`config.mk`:
```
export PLATFORM = sky130hd
export DESIGN_NAME = fetch_inst_queue
export DESIGN_NICKNAME = d
export VERILOG_FILES = /design/src/rtl/fetch_pkg.sv /design/src/rtl/fetch_inst_queue.sv
export SDC_FILE = /design/constraint.sdc
export NUM_CORES = 1
export LEC_CHECK = 0
export CAP_MARGIN = 40
export CORE_ASPECT_RATIO = 0.75
export CORE_MARGIN = 2
export CORE_UTILIZATION = 35
export CTS_CLUSTER_DIAMETER = 50
export DETAILED_ROUTE_END_ITERATION = 8
export PLACE_DENSITY = 0.58
export SLEW_MARGIN = 20
export SYNTH_ARGS = -nofsm -noshare
export SYNTH_HDL_FRONTEND = slang
export SYNTH_SLANG_ARGS = --single-unit
```
`constraint.sdc`:
```
create_clock -name clk -period 5.9 [get_ports clk]
set_clock_uncertainty 0.2 [all_clocks]
set_input_delay 1.18 -clock clk [delete_from_list [all_inputs] [get_ports clk]]
set_output_delay 1.18 -clock clk [all_outputs]
set_load 0.05 [all_outputs]
```
`src/rtl/fetch_pkg.sv`:
```
// Shared fetch-path types and sizing constants for the instruction queue.
// Supplies default PC/instruction widths when the including build has not set them.
`ifndef AddrWidth
`define AddrWidth 32
`endif
`ifndef InstWidth
`define InstWidth 32
`endif

package fetch_pkg;

    localparam int FetchQDepth = 8;
    localparam int FetchQPtrW  = $clog2(FetchQDepth);
    localparam int FetchQCntW  = FetchQPtrW + 1;

    typedef struct packed {
        logic [`AddrWidth-1:0] pc;
        logic [`InstWidth-1:0] inst;
    } FetchQEntry_t;

endpackage

```
`src/rtl/fetch_inst_queue.sv`:
```
// In-order (PC, instruction) queue decoupling fetch from decode, with single-cycle flush.
// Optional FETCH_QUEUE_BYPASS_EN forwards input straight to output when the queue is empty.
`ifndef AddrWidth
`define AddrWidth 32
`endif
`ifndef InstWidth
`define InstWidth 32
`endif

module fetch_inst_queue
    import fetch_pkg::*;
#(
    parameter int ADDR  = `AddrWidth,
    parameter int INST  = `InstWidth,
    parameter int DEPTH = FetchQDepth
) (
    input  logic                     clk,
    input  logic                     reset,
    input  logic                     flush,
    input  logic                     in_valid,
    input  logic [ADDR-1:0]          in_pc,
    input  logic [INST-1:0]          in_inst,
    output logic                     in_ready,
    output logic                     out_valid,
    output logic [ADDR-1:0]          out_pc,
    output logic [INST-1:0]          out_inst,
    input  logic                     out_ready,
    output logic [$clog2(DEPTH):0]   count
);

    localparam int PTR_W = $clog2(DEPTH);
    localparam int CNT_W = PTR_W + 1;
    localparam logic [CNT_W-1:0] FULL = CNT_W'(DEPTH);

    typedef struct packed {
        logic [ADDR-1:0] pc;
        logic [INST-1:0] inst;
    } entry_t;

    entry_t           mem [DEPTH];
    logic [PTR_W-1:0] head;
    logic [PTR_W-1:0] tail;
    logic             bypass;
    logic             push;
    logic             pop;

    // Handshake: a transfer happens on an edge where valid && ready are both high;
    // in_ready depends only on occupancy, never on out_ready, and flush cancels both sides.
    assign in_ready = (count != FULL);
    assign push     = in_valid && in_ready && !flush && !bypass;
    assign pop      = (count != '0) && out_ready && !flush && !bypass;

`ifdef FETCH_QUEUE_BYPASS_EN
    assign bypass    = (count == '0) && in_valid && out_ready && !flush;
    assign out_valid = (count != '0) || bypass;
    assign out_pc    = bypass ? in_pc   : mem[head].pc;
    assign out_inst  = bypass ? in_inst : mem[head].inst;
`else
    assign bypass    = 1'b0;
    assign out_valid = (count != '0);
    assign out_pc    = mem[head].pc;
    assign out_inst  = mem[head].inst;
`endif

    always_ff @(posedge clk or posedge reset) begin
        if (reset) begin
            head  <= '0;
            tail  <= '0;
            count <= '0;
        end else if (flush) begin
            head  <= '0;
            tail  <= '0;
            count <= '0;
        end else begin
            if (push) tail <= tail + PTR_W'(1);
            if (pop)  head <= head + PTR_W'(1);
            count <= count + CNT_W'(push) - CNT_W'(pop);
        end
    end

    // Payload storage is deliberately not reset; out_* are meaningless while out_valid is low.
    always_ff @(posedge clk) begin
        if (push) begin
            mem[tail].pc   <= in_pc;
            mem[tail].inst <= in_inst;
        end
    end

endmodule

```
# Word-level counts from Yosys, hierarchy flattened
# Memory sizes are Yosys's and may differ from the RTL's.
# Index checks and enable logic that the tools add are counted.
word_totals:
  ff_bits: 10
  ram_bits: 512
  output_inout_bits: 70
  in_bits: 69
  mem_count: 1
op_classes:
  addsub: 4
  eq_ne: 1
  muxes: 7
  reduce_logical: 8
mem_list:
  columns: ["name", "depth", "width", "read_ports", "rd_ports_with_merged_regs", "wr", "line_no", "source"]
  rows:
  - ["mem", 8, 64, 1, 0, 1, "fetch_inst_queue.sv:40", "entry_t mem [DEPTH];"]
op_table:
  columns: ["cell", "count"]
  rows:
  - ["3-bit two-way mux", 4]
  - ["3-bit by 1-bit adder with 3-bit output, second input constant", 2]
  - ["4-bit by 1-bit adder with 4-bit output", 1]
  - ["1-bit logical AND", 4]
  - ["4-bit two-way mux", 1]
  - ["4-bit != test, second input constant", 1]
  - ["2-bit nonzero test", 2]
  - ["4-bit nonzero test", 1]
  - ["4-bit by 1-bit subtractor with 4-bit output", 1]
  - ["1-bit two-way mux", 2]
  - ["1-bit zero test", 1]

# Longest topological paths before layout
# Gate-level depths: netlist (run 1).
logic_depth:
  word_depth: 6
  depth_mapped: 10
  depth_no_buf: 10

# Least setup slack after synthesis (run 1)
# OpenSTA, ideal clock, no wires.
synth_timing:
  path_type: "input to register"
  start: "input port flush"
  end: "memory mem[0][0] in the netlist's numbering (enable)"
  path_slack_ps: -1016
  path_stages: 2
  setup_time_ps: 565
  arrival_time_ps: 6151
  required_ps: 5135
  n_path_buf: 0
  path_cell_list: "or4_1 > nor3_1"
synth_via:
  elab_chain_len: 4
synth_lines:
  columns: ["item", "line_no", "source"]
  rows:
  - ["start: declaration", "fetch_inst_queue.sv:19", "input logic flush,"]
  - ["1-bit zero test", "fetch_inst_queue.sv:50", "assign push = in_valid && in_ready && !flush && !bypass;"]
  - ["1-bit logical AND", "fetch_inst_queue.sv:50", null]
  - ["1-bit two-way mux", "fetch_inst_queue.sv:83", "if (push) begin"]
  - ["1-bit two-way mux (implied by the code)", "fetch_inst_queue.sv:85", "mem[tail].inst <= in_inst;"]
  - ["end: declaration", "fetch_inst_queue.sv:40", null]
# Every way passes these cells.

# Final worst setup path (run 1)
layout_timing:
  start: "register head[1]"
  end: "output port out_pc[3]"
layout_via:
  elab_chain_len: 1
layout_lines:
  columns: ["item", "line_no", "source"]
  rows:
  - ["start: declaration", "fetch_inst_queue.sv:41", "logic [PTR_W-1:0] head;"]
  - ["start signal: assignment", "fetch_inst_queue.sv:76", "if (pop) head <= head + PTR_W'(1);"]
  - ["memory read 8 x 64 bit", null, null]
  - ["end: declaration", "fetch_inst_queue.sv:25", "output logic [ADDR-1:0] out_pc,"]
# Every way passes these cells.

==> results of run 1 <==
==> per-stage QoR <==
step	util [%]	area [sq um]
final	43.2	24200
after global routing	43.2	24200
after CTS	43.2	24200
after detailed placement	39.9	22400
after global placement	39.8	22300
after floorplan	-	19900
==> cell families after synthesis <==
logic type / synth area share, %
XOR/XNOR: 0.0441
AO/OA/AOI/OAI: 0.372
buffers and inverters: 1.34
AND/OR/NAND/NOR: 0.850
adder cells (fa/ha/maj): 0.605
multiplexers: 18.1
flip-flops: 78.7
==> worst max-delay path: stages (launching register included) <==
cell                              delay (ps)
sky130_fd_sc_hd__dfrtp_4                 500
sky130_fd_sc_hd__buf_16                  260
sky130_fd_sc_hd__buf_4                   350
sky130_fd_sc_hd__mux4_2                  560
sky130_fd_sc_hd__mux2_2                  310
sky130_fd_sc_hd__clkdlybuf4s50_1         720
==> per-layer routing <==
layer  global-route usage (%)  wire, um  up-vias
li1                         -         -     3859
met2                     21.5     18900      223
met1                     20.9     19500     4727
met4                     3.58       696        2
met5                        0        10        -
met3                     2.89      2050       64
==> worst max path at each step <==
stage               slack, ps             endpoint           startpoint  cells after the start
floorplan                 700  mem[4][0]$_DFFE_PP_                flush                      2
global route             1020           out_pc[17]  head[1]$_DFFE_PP0P_                      5
detailed placement       1500            out_pc[3]  head[1]$_DFFE_PP0P_                      4
CTS                       830            out_pc[3]  head[1]$_DFFE_PP0P_                      4
finish                   1180            out_pc[3]  head[1]$_DFFE_PP0P_                      5
global placement         1510            out_pc[3]  head[1]$_DFFE_PP0P_                      4
==> cells in the mapped netlist (4+ instances only) <==
master / count
sky130_fd_sc_hd__edfxtp_1: 512
sky130_fd_sc_hd__ha_1: 8
sky130_fd_sc_hd__a21oi_1: 7
sky130_fd_sc_hd__mux4_2: 128
sky130_fd_sc_hd__mux2_2: 64
sky130_fd_sc_hd__o21ai_0: 6
sky130_fd_sc_hd__nor2_1: 9
sky130_fd_sc_hd__nand2b_1: 4
sky130_fd_sc_hd__clkbuf_1: 11
sky130_fd_sc_hd__buf_1: 10
sky130_fd_sc_hd__inv_1: 10
sky130_fd_sc_hd__buf_6: 11
sky130_fd_sc_hd__or3_1: 4
sky130_fd_sc_hd__dfrtp_1: 10
==> power groups by stage <==
| stage | clock [mW] | sequential (mW) | combinational [mW] |
|---|---|---|---|
| finish | 3.42 | 4.28 | 1.94 |
| global route | 3.67 | 4.29 | 2.05 |
| CTS | 3.52 | 4.31 | 1.94 |
| detailed placement | 0 | 4.39 | 1.93 |
| global placement | 0 | 4.39 | 1.92 |
| floorplan | 0 | 4.34 | 1.31 |
==> final cells by class <==
class	count	area, sq um	area share [%]
Sequential cell	522	15600	64.6
Inverter	10	37.5	0.155
Timing Repair Buffer	165	1760	7.29
Tap cell	731	915	3.78
Antenna cell	1	2.50	0.0103
Multi-Input combinational cell	248	4040	16.7
Clock inverter	38	358	1.48
Clock buffer	65	1460	6.02
==> sequential cells by signal (all words and copies together) (netlist names) <==
name and cells:
tail 3, mem 512, head 3, count 4
==> impl_results.rst, run 1 <==
.. list-table::
   :header-rows: 1

   * - Metric
     - Value
   * - Number of instances in the synthesized netlist
     - 816
   * - End point of the most critical hold path
     - tail[0]$_DFFE_PP0P_
   * - Number of instances on the worst hold path
     - 2
   * - Number of distinct library cell variants in the gate-level netlist after synthesis
     - 26
   * - Worst-case setup slack after placement
     - 1500 ps
   * - Worst min-delay path category
     - flop to flop
   * - Number of global-route vias before repair
     - 9356
   * - Count of cells resized by post-cts repair
     - 0
   * - Instance count after placement with tap cells included
     - 1675
   * - Clock tree from TritonCTS
     - done
   * - Number of vias after detailed routing
     - 8875
   * - Top FF cell, synth
     - sky130_fd_sc_hd__edfxtp_1
   * - First-pass GRT wire length
     - 61.2 mm
   * - Buffers from clock root to sink, at most
     - 3
   * - Total congestion overflow
     - 0
   * - Final Max Slew Viols
     - 0
   * - Gate power share
     - 20.1%
   * - Critical R2R Launch
     - count[2]$_DFF_PP0_
   * - Number of remaining DRC errors
     - 0
   * - Source of the worst hold timing path
     - tail[0]$_DFFE_PP0P_
   * - Worst Setup End Kind
     - output pin
   * - Biggest area contributors in the synthesized netlist
     - sky130_fd_sc_hd__edfxtp_1 (77%), sky130_fd_sc_hd__mux4_2 (15%), sky130_fd_sc_hd__mux2_2 (3.6%), sky130_fd_sc_hd__dfrtp_1 (1.3%), sky130_fd_sc_hd__buf_6 (0.62%)
   * - Setup total negative slack
     - 0 ps
   * - Die extent in x
     - 279 um
   * - Average cell area after synthesis
     - 24.3 sq um
   * - Number of fill cells
     - 4717
   * - Clock power share
     - 35.5%
   * - Standard-cell row count
     - 75
   * - Design internal power
     - 6.94 mW
   * - Slew @ Worst Pin
     - 797 ps
   * - Type of the setup path with the least slack
     - flop to output pin
   * - Worst Slack Setup Final
     - 1180 ps
   * - Power, Total
     - 9.64 mW
   * - Most used cells in the layout excluding fill and tap cells
     - sky130_fd_sc_hd__edfxtp_1 (512), sky130_fd_sc_hd__clkdlybuf4s50_1 (138), sky130_fd_sc_hd__mux4_2 (128)
   * - FMAX
     - 0.212 GHz
   * - Area growth, synth to finish
     - 21.9%
   * - Clock input transition at the sequential cells of the worst setup and hold paths
     - 60 ps
   * - Setup repair after global routing missed its margin
     - no
   * - Post-synthesis cell type with the largest combined area
     - sky130_fd_sc_hd__edfxtp_1
   * - First DRT Iteration DRCs
     - 675
   * - Number of flops mapped to enable cells by yosys
     - 512
   * - Number of CTS-inserted buffers
     - 55
   * - Number of clock sinks
     - 522
   * - Core area
     - 56000 sq um
   * - WL per Instance
     - 23.1 um
   * - Cell at the root of the clock tree
     - sky130_fd_sc_hd__clkbuf_16
   * - Layout cell share with drive strength beyond 1
     - 30.2%
   * - CTS H-tree lvls
     - 2
   * - P_leak
     - 7.42 nW
   * - Critical-path maximum fanout
     - 32
   * - Warnings, synthesis
     - 0
   * - Run status
     - finished, final reports clean
   * - Share of synthesized registers carrying an async set or reset
     - 1.92%
   * - Clk Latency, worst-skew pair
     - 600 ps
   * - Data required time of the critical path
     - 4520 ps
   * - Category of the worst setup path launch point
     - flop
   * - Synth Cell Area
     - 19900 sq um
   * - Pre-Repair DR Iteration Count
     - 4
   * - Number of antenna violations at the first check in global routing
     - 3
   * - Routability congestion estimate from global placement
     - 0.697
   * - Pin count of the biggest net entering global routing
     - 65
   * - Relative slew slack
     - 46.7%
   * - Max-cap check violation count
     - 0
   * - Post-Syn Nets
     - 894
   * - Synthesis-stage register bit count
     - 522
   * - Global-route usage over all layers
     - 14.1%
   * - HPWL Detailed
     - 23.2 mm
   * - Yosys top cell area share
     - 77.4%
   * - Die outline area
     - 58700 sq um
   * - Switch share
     - 28.0%
   * - Worst slack on hold paths
     - 392 ps
   * - Count of nets left with antenna violations after detail routing
     - 0
   * - Number of setup violations in the final report
     - 0
   * - Switching power summed over all nets
     - 2.70 mW
   * - Top-level port count
     - 139
   * - Cell Pwr Density
     - 398 nW/um^2
   * - # nets final
     - 1080
   * - Avg Vias per Cell
     - 4.99
   * - Total Wirelength
     - 41.2 mm
   * - Count of placed standard cells in the final layout, fillers left out
     - 1780
   * - Signal arrival time at the worst endpoint
     - 3340 ps
   * - Endpoint of the most critical register-to-register path
     - mem[3][26]$_DFFE_PP_
   * - Sequential area share after synthesis
     - 78.7%
   * - Post-CTS Hold Buffers
     - 0
   * - Effective utilization at floorplan
     - 35.5%
   * - Die H
     - 210 um
   * - Minimum clock period after layout
     - 4720 ps
   * - Most common cell after layout, fill and taps aside
     - sky130_fd_sc_hd__edfxtp_1
   * - Final hold vios
     - 0
   * - Port buffer count
     - 138
   * - Number of post-CTS setup repair buffers
     - 0
   * - R2R setup slack
     - 2820 ps
   * - Reg2reg path depth
     - 7
   * - Max rail drop VDD
     - 0.267 mV
   * - Share of total power in sequential cells
     - 44.4%
   * - Tcrit/Tclk final
     - 80.0%
Note: power is estimated with default switching activity, not from simulation.
==> run 2, diff against run 1 <==
==> constraint.sdc (replaced) <==
create_clock -name clk -period 4.1 [get_ports clk]
set_clock_uncertainty 0.2 [all_clocks]
set_input_delay 0.82 -clock clk [delete_from_list [all_inputs] [get_ports clk]]
set_output_delay 0.82 -clock clk [all_outputs]
set_load 0.05 [all_outputs]
==> run 2 against run 1 <==
  * Count of clock-buffer cells in the layout is 2 lower
  * Total power is 39% higher
  * Register-to-register slack worse by 1500 ps
  * First-iteration DRC count is 8.3% higher
  * Critical endpoint is now out_pc[16]
  * Largest cell class unchanged
  * Largest power group unchanged
  * Highest routed layer unchanged
==> impl_results.rst, run 2 (synthesized netlist as in run 1, its figures left out) <==
.. list-table::
   :header-rows: 1

   * - Metric
     - Value
   * - Largest reg by FF count
     - mem
   * - Cell at the root of the clock tree
     - sky130_fd_sc_hd__clkbuf_16
   * - Minimum clock period after layout
     - 3960 ps
   * - Slew @ Worst Pin
     - 656 ps
   * - Worst Setup End Kind
     - output pin
   * - Clock input transition at the sequential cells of the worst setup and hold paths
     - 60 ps
   * - Routability congestion estimate from global placement
     - 0.700
   * - # nets final
     - 1077
   * - Number of flip-flops under the largest register name
     - 512
   * - Layout cell share with drive strength beyond 1
     - 33.5%
   * - Post-CTS Hold Buffers
     - 0
   * - Worst slack on hold paths
     - 342 ps
   * - Most used cells in the layout excluding fill and tap cells
     - sky130_fd_sc_hd__edfxtp_1 (512), sky130_fd_sc_hd__mux4_2 (128), sky130_fd_sc_hd__clkdlybuf4s50_1 (96)
   * - # diodes
     - 0
   * - Number of global-route vias before repair
     - 9133
   * - Worst min-delay path category
     - input pin to async pin
   * - Run status
     - finished, final reports clean
   * - Category of the worst setup path launch point
     - flop
   * - HPWL Detailed
     - 21.7 mm
   * - Most common cell after layout, fill and taps aside
     - sky130_fd_sc_hd__edfxtp_1
   * - Count of nets left with antenna violations after detail routing
     - 0
   * - Launching instance or port of the critical path
     - head[1]$_DFFE_PP0P_
   * - Number of post-CTS setup repair buffers
     - 0
   * - Endpoint of the most critical register-to-register path
     - mem[0][31]$_DFFE_PP_
   * - Signal arrival time at the worst endpoint
     - 2940 ps
   * - First DRT Iteration DRCs
     - 731
   * - Number of vias after detailed routing
     - 8696
   * - Number of CTS-inserted buffers
     - 53
   * - Die H
     - 210 um
   * - Total congestion overflow
     - 0
   * - Clk Latency, worst-skew pair
     - 580 ps
   * - Area growth, synth to finish
     - 20.6%
   * - Data required time of the critical path
     - 3080 ps
   * - Number of clock sinks
     - 522
   * - Effective utilization at floorplan
     - 35.5%
   * - Final hold vios
     - 0
   * - Reg2reg path depth
     - 6
   * - Number of antenna violations at the first check in global routing
     - 4
   * - Setup repair after global routing missed its margin
     - no
   * - Count of cells resized by post-cts repair
     - 0
   * - Buffers from clock root to sink, at most
     - 3
   * - CTS H-tree lvls
     - 2
   * - Die outline area
     - 58700 sq um
   * - Die extent in x
     - 279 um
   * - Instance count after placement with tap cells included
     - 1675
   * - Port buffer count
     - 138
   * - Relative slew slack
     - 56.1%
   * - Avg Vias per Cell
     - 4.92
   * - FMAX
     - 0.252 GHz
   * - Register Area
     - 15600 sq um
   * - Final Max Slew Viols
     - 0
   * - Number of fill cells
     - 4753
   * - R2R setup slack
     - 1310 ps
   * - WL per Instance
     - 22.5 um
   * - Critical-path maximum fanout
     - 34
   * - First-pass GRT wire length
     - 59.2 mm
   * - Count of placed standard cells in the final layout, fillers left out
     - 1769
   * - Number of setup violations in the final report
     - 0
   * - Global-route usage over all layers
     - 13.6%
   * - Max rail drop VDD
     - 0.390 mV
   * - Total Wirelength
     - 39.9 mm
   * - Standard-cell row count
     - 75
   * - P_leak
     - 7.36 nW
   * - Pre-Repair DR Iteration Count
     - 5
   * - Multi-input combinational cell area
     - 4040 sq um
   * - Cell Pwr Density
     - 560 nW/um^2
   * - Pin count of the biggest net entering global routing
     - 73
   * - Number of remaining DRC errors
     - 0
   * - Top flop regs
     - mem: 512 flops, count: 4 flops
   * - End point of the critical path
     - out_pc[16]
   * - Critical R2R Launch
     - count[2]$_DFF_PP0_
   * - Type of the setup path with the least slack
     - flop to output pin
   * - Top-level port count
     - 139
   * - Clock tree from TritonCTS
     - done
   * - Tcrit/Tclk final
     - 96.7%
   * - Max-cap check violation count
     - 0
   * - Core area
     - 56000 sq um
[run 2: cell count changes in the layout (fill, tap and decap cells not counted), moves of 2 or more]
| cell | change |
|---|---|
| sky130_fd_sc_hd__buf_16 | -4 |
| sky130_fd_sc_hd__clkbuf_1 | +2 |
| sky130_fd_sc_hd__clkdlybuf4s50_1 | -42 |
| sky130_fd_sc_hd__buf_4 | +34 |
| sky130_fd_sc_hd__clkinv_4 | -3 |
| sky130_fd_sc_hd__clkinv_2 | +2 |
| sky130_fd_sc_hd__clkbuf_16 | -4 |
| sky130_fd_sc_hd__buf_12 | +11 |
[run 2: report_power, final]
part           leakage [nW]  switching [mW]  total [mW]  internal, mW
clock                 0.794            1.96        4.53          2.57
sequential             4.75           0.113        6.15          6.04
combinational          1.82            1.64        2.72          1.08
[run 2: worst min path at each step]
stage          slack, ps                start                  end  cells after the start
4_1_cts              320                reset   count[1]$_DFF_PP0_                      2
6_report             340                reset   count[1]$_DFF_PP0_                      2
2_1_floorplan        350  tail[0]$_DFFE_PP0P_  tail[0]$_DFFE_PP0P_                      2
3_3_place_gp         380  tail[0]$_DFFE_PP0P_  tail[0]$_DFFE_PP0P_                      2
3_5_place_dp         390  tail[0]$_DFFE_PP0P_  tail[0]$_DFFE_PP0P_                      2
5_1_grt              360                reset   count[1]$_DFF_PP0_                      2
[run 2: metal layers]
layer  share of wire, %  GRT usage [%]
met4                1.8           3.84
met1                 44           18.5
met2                 48           21.8
met5               0.11              0
met3                5.9           3.69
[run 2: critical path: stages, from the launching register on]
cell	delay (ps)
sky130_fd_sc_hd__dfrtp_4	440
sky130_fd_sc_hd__buf_12	260
sky130_fd_sc_hd__mux4_2	540
sky130_fd_sc_hd__mux2_2	280
sky130_fd_sc_hd__clkdlybuf4s50_1	790
[run 2: cell type report]
| cell class | count | share of cell area [%] |
|---|---|---|
| Clock buffer | 63 | 5.69 |
| Tap cell | 731 | 3.82 |
| Clock inverter | 31 | 1.05 |
| Inverter | 10 | 0.157 |
| Multi-Input combinational cell | 248 | 16.9 |
| Sequential cell | 522 | 65.3 |
| Timing Repair Buffer | 164 | 7.13 |
[run 2: per-stage QoR]
stage | worst slack (ps) | total power, mW | cell area (sq um) | TNS, ps | util [%]
floorplan | -956 | 8.14 | 19900 | -306200 | -
global placement | 582 | 9.03 | 22300 | 0 | 39.9
detailed placement | 572 | 9.05 | 22300 | 0 | 39.9
CTS | 78.2 | 13.6 | 24000 | 0 | 42.8
global route | 18.0 | 13.9 | 24000 | 0 | 42.8
finish | 135 | 13.4 | 24000 | 0 | 42.8
